## config.mk

```make
export PLATFORM = sky130hd
export DESIGN_NAME = obstacle_logic_flat
export DESIGN_NICKNAME = d
export VERILOG_FILES = /design/src/rtl/obstacle_logic_if.sv /design/src/rtl/obstacle_logic.sv /design/src/flat_wrapper.sv
export SDC_FILE = /design/constraint.sdc
export NUM_CORES = 1
export LEC_CHECK = 0
export ABC_AREA = 1
export BUFFER_PORTS_ARGS = -buffer_cell sky130_fd_sc_hd__buf_2
export CAP_MARGIN = 20
export CELL_PAD_IN_SITES_DETAIL_PLACEMENT = 1
export CELL_PAD_IN_SITES_GLOBAL_PLACEMENT = 2
export CORE_MARGIN = 5
export CORE_UTILIZATION = 25
export CTS_BUF_LIST = sky130_fd_sc_hd__clkbuf_8
export CTS_CLUSTER_SIZE = 16
export DETAILED_ROUTE_END_ITERATION = 6
export PLACE_DENSITY_LB_ADDON = 0.2
export SLEW_MARGIN = 20
export SYNTH_ARGS = -nofsm -noshare
export SYNTH_HDL_FRONTEND = slang
export SYNTH_SLANG_ARGS = --single-unit
```

## constraint.sdc

```tcl
create_clock -name Clk -period 2.1 [get_ports Clk]
set_input_delay 0.315 -clock Clk [delete_from_list [all_inputs] [get_ports Clk]]
set_output_delay 0.315 -clock Clk [all_outputs]
set_load 0.01 [all_outputs]
```

## src/rtl/obstacle_logic_if.sv

```systemverilog
// Bus between the obstacle scroller / game top level and the collision referee.
// Carries an extra Score output when OBSTACLE_SCORE_EN is defined.
interface obstacle_logic_if;
   logic              Start;
   logic              Ack;
   logic [9:0]        X_Edge;
   logic [9:0]        Y_Edge;
   logic signed [9:0] Bird_X;
   logic signed [9:0] Bird_Y;
   logic              Q_Initial;
   logic              Q_Check;
   logic              Q_Lose;
   logic              Lose;
   logic              Check;
   logic [9:0]        X_left_edge;
   logic [9:0]        X_right_edge;
   logic [9:0]        Y_top_edge;
   logic [9:0]        Y_bottom_edge;
`ifdef OBSTACLE_SCORE_EN
   logic [3:0]        Score;

   modport master (
      output Start, Ack, X_Edge, Y_Edge, Bird_X, Bird_Y,
      input  Q_Initial, Q_Check, Q_Lose, Lose, Check,
      input  X_left_edge, X_right_edge, Y_top_edge, Y_bottom_edge, Score
   );
   modport slave (
      input  Start, Ack, X_Edge, Y_Edge, Bird_X, Bird_Y,
      output Q_Initial, Q_Check, Q_Lose, Lose, Check,
      output X_left_edge, X_right_edge, Y_top_edge, Y_bottom_edge, Score
   );
`else
   modport master (
      output Start, Ack, X_Edge, Y_Edge, Bird_X, Bird_Y,
      input  Q_Initial, Q_Check, Q_Lose, Lose, Check,
      input  X_left_edge, X_right_edge, Y_top_edge, Y_bottom_edge
   );
   modport slave (
      input  Start, Ack, X_Edge, Y_Edge, Bird_X, Bird_Y,
      output Q_Initial, Q_Check, Q_Lose, Lose, Check,
      output X_left_edge, X_right_edge, Y_top_edge, Y_bottom_edge
   );
`endif
endinterface

```

## src/rtl/obstacle_logic.sv

```systemverilog
// Flappy collision referee: INITIAL/CHECK/LOSE phase FSM, registered pipe edges,
// per-clock hit test. Define OBSTACLE_SCORE_EN to add the saturating pipe-pass Score counter.
module obstacle_logic #(
   parameter int OBS_W    = 60,
   parameter int GAP_H    = 120,
   parameter int BIRD_W   = 16,
   parameter int BIRD_H   = 16,
   parameter int SCREEN_H = 480
) (
   input logic           Clk,
   input logic           reset,
   obstacle_logic_if.slave bus
);
   typedef enum logic [2:0] {
      INITIAL = 3'b001,
      CHECK   = 3'b010,
      LOSE    = 3'b100
   } state_t;

   localparam logic signed [11:0] OBS_W_S    = 12'(OBS_W);
   localparam logic signed [11:0] GAP_H_S    = 12'(GAP_H);
   localparam logic signed [11:0] BIRD_W_S   = 12'(BIRD_W);
   localparam logic signed [11:0] BIRD_H_S   = 12'(BIRD_H);
   localparam logic signed [11:0] SCREEN_H_S = 12'(SCREEN_H);

   state_t state;

   logic signed [11:0] xe, ye, bx, by;
   logic               hx, in_gap, off, hit, safe;

   // Edges are unsigned pixel positions, the bird may sit above the screen (negative y).
   assign xe = signed'({2'b00, bus.X_Edge});
   assign ye = signed'({2'b00, bus.Y_Edge});
   assign bx = signed'({{2{bus.Bird_X[9]}}, bus.Bird_X});
   assign by = signed'({{2{bus.Bird_Y[9]}}, bus.Bird_Y});

   assign hx     = ((bx + BIRD_W_S) > xe) && (bx < (xe + OBS_W_S));
   assign in_gap = (by >= ye) && ((by + BIRD_H_S) <= (ye + GAP_H_S));
   assign off    = (by < 12'sd0) || ((by + BIRD_H_S) > SCREEN_H_S);
   assign hit    = (hx && !in_gap) || off;
   assign safe   = hx && in_gap && !off;

   assign bus.Q_Initial = state[0];
   assign bus.Q_Check   = state[1];
   assign bus.Q_Lose    = state[2];

   always_ff @(posedge Clk) begin
      if (reset) begin
         state             <= INITIAL;
         bus.Lose          <= 1'b0;
         bus.Check         <= 1'b0;
         bus.X_left_edge   <= '0;
         bus.X_right_edge  <= '0;
         bus.Y_top_edge    <= '0;
         bus.Y_bottom_edge <= '0;
      end else begin
         bus.X_left_edge   <= bus.X_Edge;
         bus.X_right_edge  <= bus.X_Edge + 10'(OBS_W);
         bus.Y_top_edge    <= bus.Y_Edge;
         bus.Y_bottom_edge <= bus.Y_Edge + 10'(GAP_H);
         bus.Lose          <= 1'b0;
         bus.Check         <= 1'b0;
         case (state)
            INITIAL: if (bus.Start) state <= CHECK;
            CHECK: begin
               bus.Check <= safe;
               if (hit) begin
                  state    <= LOSE;
                  bus.Lose <= 1'b1;
               end
            end
            LOSE:    if (bus.Ack) state <= INITIAL;
            default: state <= INITIAL;
         endcase
      end
   end

`ifdef OBSTACLE_SCORE_EN
   logic passed, passed_r;

   // A pipe counts once, on the clock its right edge first falls left of the bird.
   assign passed = (xe + OBS_W_S) < bx;

   always_ff @(posedge Clk) begin
      if (reset) begin
         bus.Score <= 4'd0;
         passed_r  <= 1'b0;
      end else begin
         passed_r <= passed;
         if (state == INITIAL && bus.Start)
            bus.Score <= 4'd0;
         else if (state == CHECK && passed && !passed_r && bus.Score != 4'd15)
            bus.Score <= bus.Score + 4'd1;
      end
   end
`else
   // Scoring disabled: no counter is built.
`endif

endmodule

```

## src/flat_wrapper.sv

```systemverilog
// flat-port wrapper written by rule: the top's interface ports become plain ports
module obstacle_logic_flat 
#(
   parameter int OBS_W    = 60,
   parameter int GAP_H    = 120,
   parameter int BIRD_W   = 16,
   parameter int BIRD_H   = 16,
   parameter int SCREEN_H = 480
)
  (Clk, reset, bus_Start, bus_Ack, bus_X_Edge, bus_Y_Edge, bus_Bird_X, bus_Bird_Y, bus_Q_Initial, bus_Q_Check, bus_Q_Lose, bus_Lose, bus_Check, bus_X_left_edge, bus_X_right_edge, bus_Y_top_edge, bus_Y_bottom_edge);
  obstacle_logic_if bus_i ();
  input logic Clk;
  input logic reset;
  input wire logic [$bits(bus_i.Start)-1:0] bus_Start;
  input wire logic [$bits(bus_i.Ack)-1:0] bus_Ack;
  input wire logic [$bits(bus_i.X_Edge)-1:0] bus_X_Edge;
  input wire logic [$bits(bus_i.Y_Edge)-1:0] bus_Y_Edge;
  input wire logic [$bits(bus_i.Bird_X)-1:0] bus_Bird_X;
  input wire logic [$bits(bus_i.Bird_Y)-1:0] bus_Bird_Y;
  output wire logic [$bits(bus_i.Q_Initial)-1:0] bus_Q_Initial;
  output wire logic [$bits(bus_i.Q_Check)-1:0] bus_Q_Check;
  output wire logic [$bits(bus_i.Q_Lose)-1:0] bus_Q_Lose;
  output wire logic [$bits(bus_i.Lose)-1:0] bus_Lose;
  output wire logic [$bits(bus_i.Check)-1:0] bus_Check;
  output wire logic [$bits(bus_i.X_left_edge)-1:0] bus_X_left_edge;
  output wire logic [$bits(bus_i.X_right_edge)-1:0] bus_X_right_edge;
  output wire logic [$bits(bus_i.Y_top_edge)-1:0] bus_Y_top_edge;
  output wire logic [$bits(bus_i.Y_bottom_edge)-1:0] bus_Y_bottom_edge;
  assign bus_i.Start = bus_Start;
  assign bus_i.Ack = bus_Ack;
  assign bus_i.X_Edge = bus_X_Edge;
  assign bus_i.Y_Edge = bus_Y_Edge;
  assign bus_i.Bird_X = bus_Bird_X;
  assign bus_i.Bird_Y = bus_Bird_Y;
  assign bus_Q_Initial = bus_i.Q_Initial;
  assign bus_Q_Check = bus_i.Q_Check;
  assign bus_Q_Lose = bus_i.Q_Lose;
  assign bus_Lose = bus_i.Lose;
  assign bus_Check = bus_i.Check;
  assign bus_X_left_edge = bus_i.X_left_edge;
  assign bus_X_right_edge = bus_i.X_right_edge;
  assign bus_Y_top_edge = bus_i.Y_top_edge;
  assign bus_Y_bottom_edge = bus_i.Y_bottom_edge;
  obstacle_logic #(.OBS_W(OBS_W), .GAP_H(GAP_H), .BIRD_W(BIRD_W), .BIRD_H(BIRD_H), .SCREEN_H(SCREEN_H)) u_core (.Clk(Clk), .reset(reset), .bus(bus_i));
endmodule
```

==> impl_metrics.json <==
{
  "insertion_delay_ps": 280,
  "rsz0062_at_grt": "true",
  "ys_ff_latch": 40,
  "criticalPathCategory": "in2reg",
  "yosys_warnings": 0,
  "cp_slowest_stage_delay_ps": 270,
  "layout-drive-gt1-share_pct": 39.3,
  "io_pins": 89,
  "grt_pass1_vias": 2767,
  "end_kind": "flop",
  "worstMarginPinSlew_ps": 450,
  "hold_path_class": "in2reg",
  "period_needed_ps": 1990,
  "crit_chain": "buf_2 -> nand3_2 -> buf_4 -> buf_4 -> xor2_1 -> inv_2 -> ha_4 -> nand2_1 -> nor2_2 -> nand2_2 -> inv_1 -> nand2_1 -> nand3_1 -> nand2_1 -> nand3_2 -> nand3_2 -> nand2_2 -> nand2_2 -> a21oi_2",
  "initial_core_util_pct": 25.4,
  "synth.most_common_cell": "nand2_1",
  "yosysSeqAreaShare_pct": 31.0,
  "routed_wl_um": 7780,
  "grt_pass1_wl_um": 12900,
  "synth_edf_count": 0,
  "ctsRootBufferMaster": "clkbuf_8",
  "stdcell_count": 630,
  "cts_tree": "yes",
  "die_h_um": 112,
  "hpwl_um": 6770,
  "synth_top_area_cell": "dfxtp_1",
  "post-route-period-util_pct": 94.6,
  "tns_ps": 0,
  "synth_top_cells_by_count": "nand2_1 (68), inv_1 (63), nor2_1 (53)",
  "power_frac_comb_pct": 34.8,
  "yosys_most_used_dff": "dfxtp_1",
  "timing.fmax_mhz": 503,
  "p_seq_share_pct": 40.0,
  "grt_max_degree": 24,
  "clock_skew_ps": 2.33,
  "antenna_found_initial": 0,
  "synthToLayoutAreaGrowth_pct": 46.7,
  "ant_nets": 0,
  "overflow": 0,
  "dr.pass1.iters": 4,
  "synth_area_um2": 2580,
  "place_area_um2": 3490,
  "die-width_um": 112,
  "start_kind": "input pin",
  "total_power_mw": 2.12,
  "drt_iter0_drc": 62,
  "slew_headroom_pct": 70.0,
  "rows": 37,
  "required_ps": 2320,
  "vias": 2634,
  "yosys.area.top_type_share_pct": 31.0,
  "internal-power_mw": 1.41,
  "path_max_fanout": 3,
  "post-place-ws_ps": -323,
  "routed_via_density": 4.18,
  "syn_avg_cell_area_um2": 7.24,
  "async_flop_share_pct": 0,
  "switchingPower_uw": 710,
  "synth_nets": 442,
  "ys_types": 28,
  "cts_sinks": 40,
  "wire_per_inst_um": 12.3,
  "stdcell_area_um2": 3790,
  "ir_drop_v": 0.000201,
  "setup_viol": 0,
  "synth_cells": 357,
  "globalplace.congestion": 0.797,
  "dp_cells": 618,
  "dieArea_um2": 12500,
  "clkTransAtPathRegs_ps": 80,
  "diodes": 0,
  "clockBufferDepth": 2,
  "drv_slew": 0,
  "core_um2": 10200,
  "final_nets": 578,
  "netSwitchingFraction_pct": 33.5,
  "power.density_nw_per_um2": 559,
  "status": "completed",
  "maxCapViolCount": 0,
  "groute.usage.overall_pct": 12.5,
  "final.setup.worst_slack_ps": 114,
  "drc_errors": 0,
  "cts_max_level": 2,
  "pwr-share-clk_pct": 25.2,
  "cp_data_arrival_time_ps": 2210,
  "synth_area_leaders": "dfxtp_1 (31%), ha_1 (20%), nand2_1 (9.9%)",
  "numPortBuffers": 88,
  "crit_slowest_cell": "ha_4",
  "cts-buffers-inserted": 5,
  "p_leak_nw": 2.12,
  "hold_violations": 0
}
[flip-flops by register name (all words and copies together), names as in the netlist]
name                      flops
u_core.bus.X_right_edge      10
u_core.bus.Lose               1
u_core.state                  3
u_core.bus.Check              1
u_core.bus.Y_bottom_edge     10
u_core.bus.Y_top_edge         7
u_core.bus.X_left_edge        8
[worst max-delay path, delay by kind of cell]
family / cells / cell delay [ps]
buf+inv: 5 / 500
simple gates: 11 / 840
xor+xnor: 1 / 160
fa+ha+maj: 1 / 270
compound gates: 1 / 120
[cell usage in the layout, fill, tap and decap left out, drive strengths merged]
master,count
inv,67
clkinv,2
nand2,70
o21a,1
dfxtp,40
a31oi,1
xnor2,3
a21oi,17
xor2,15
o21ai,2
nand3b,2
buf,138
nand3,20
ha,41
nor3,6
nor3b,1
a21o,1
clkbuf,6
nand4,2
nor4,1
nor2,57
o31ai,1
[per-layer routing]
metal,GRT usage (%),share of wire (%)
met5,0,0
met4,3.16,0.81
met3,1.96,3.7
met2,22.8,51
met1,15.4,45
[layout make-up]
cell class	instances	area [um^2]
inverters	67	254
repair buffers	138	826
clock buffers	6	82.6
multi-input cells	241	1650
clock inverters	2	10.0
flip-flops and latches	40	801
fillers	1319	6390
well taps	136	170
[power groups by stage]
stage	clock, mW	combinational (mW)	sequential (mW)
floorplan	0	0.354	0.896
global placement	0	0.676	0.868
detailed placement	0	0.689	0.870
CTS	0.561	0.694	0.852
global route	0.583	0.842	0.859
finish	0.534	0.737	0.849
[per-stage QoR]
step | hold WS (ps) | utilization (%)
2_1_floorplan | 387 | -
3_3_place_gp | 541 | 34.3
3_5_place_dp | 547 | 34.3
4_1_cts | 234 | 35.2
5_1_grt | 243 | 37.2
6_report | 246 | 37.2
[final timing paths]
check / from / end / slack (ps) / cells after the start
worst min register to register: u_core.state[2] / u_core.state[2] / 550 / 2
worst min-delay path: bus_X_Edge[0] / u_core.bus.X_right_edge[0] / 250 / 3
worst max-delay path: bus_Bird_Y[4] / u_core.state[2] / 110 / 19
worst max register to register: u_core.state[0] / u_core.state[2] / 820 / 6
[timing repair]
item                                    in CTS  in global routing
buffers inserted                             0                  4
pin swaps                                    0                 19
hold buffers                                 0                  0
gates resized for setup                      1                 39
endpoints found under the setup margin       3                  4
gates cloned                                 0                  0
[cells by family (layout without fill, tap and decap cells)]
family          Yosys count  count (layout)  synth area share, %
simple gates            159             159                 26.2
buf+inv                  76             213                 11.8
fa+ha+maj                41              41                 19.8
flops                    40              40                 31.0
compound gates           23              23                 5.08
xor+xnor                 18              18                 6.10
No activity file was read; power rests on OpenSTA's default activity.
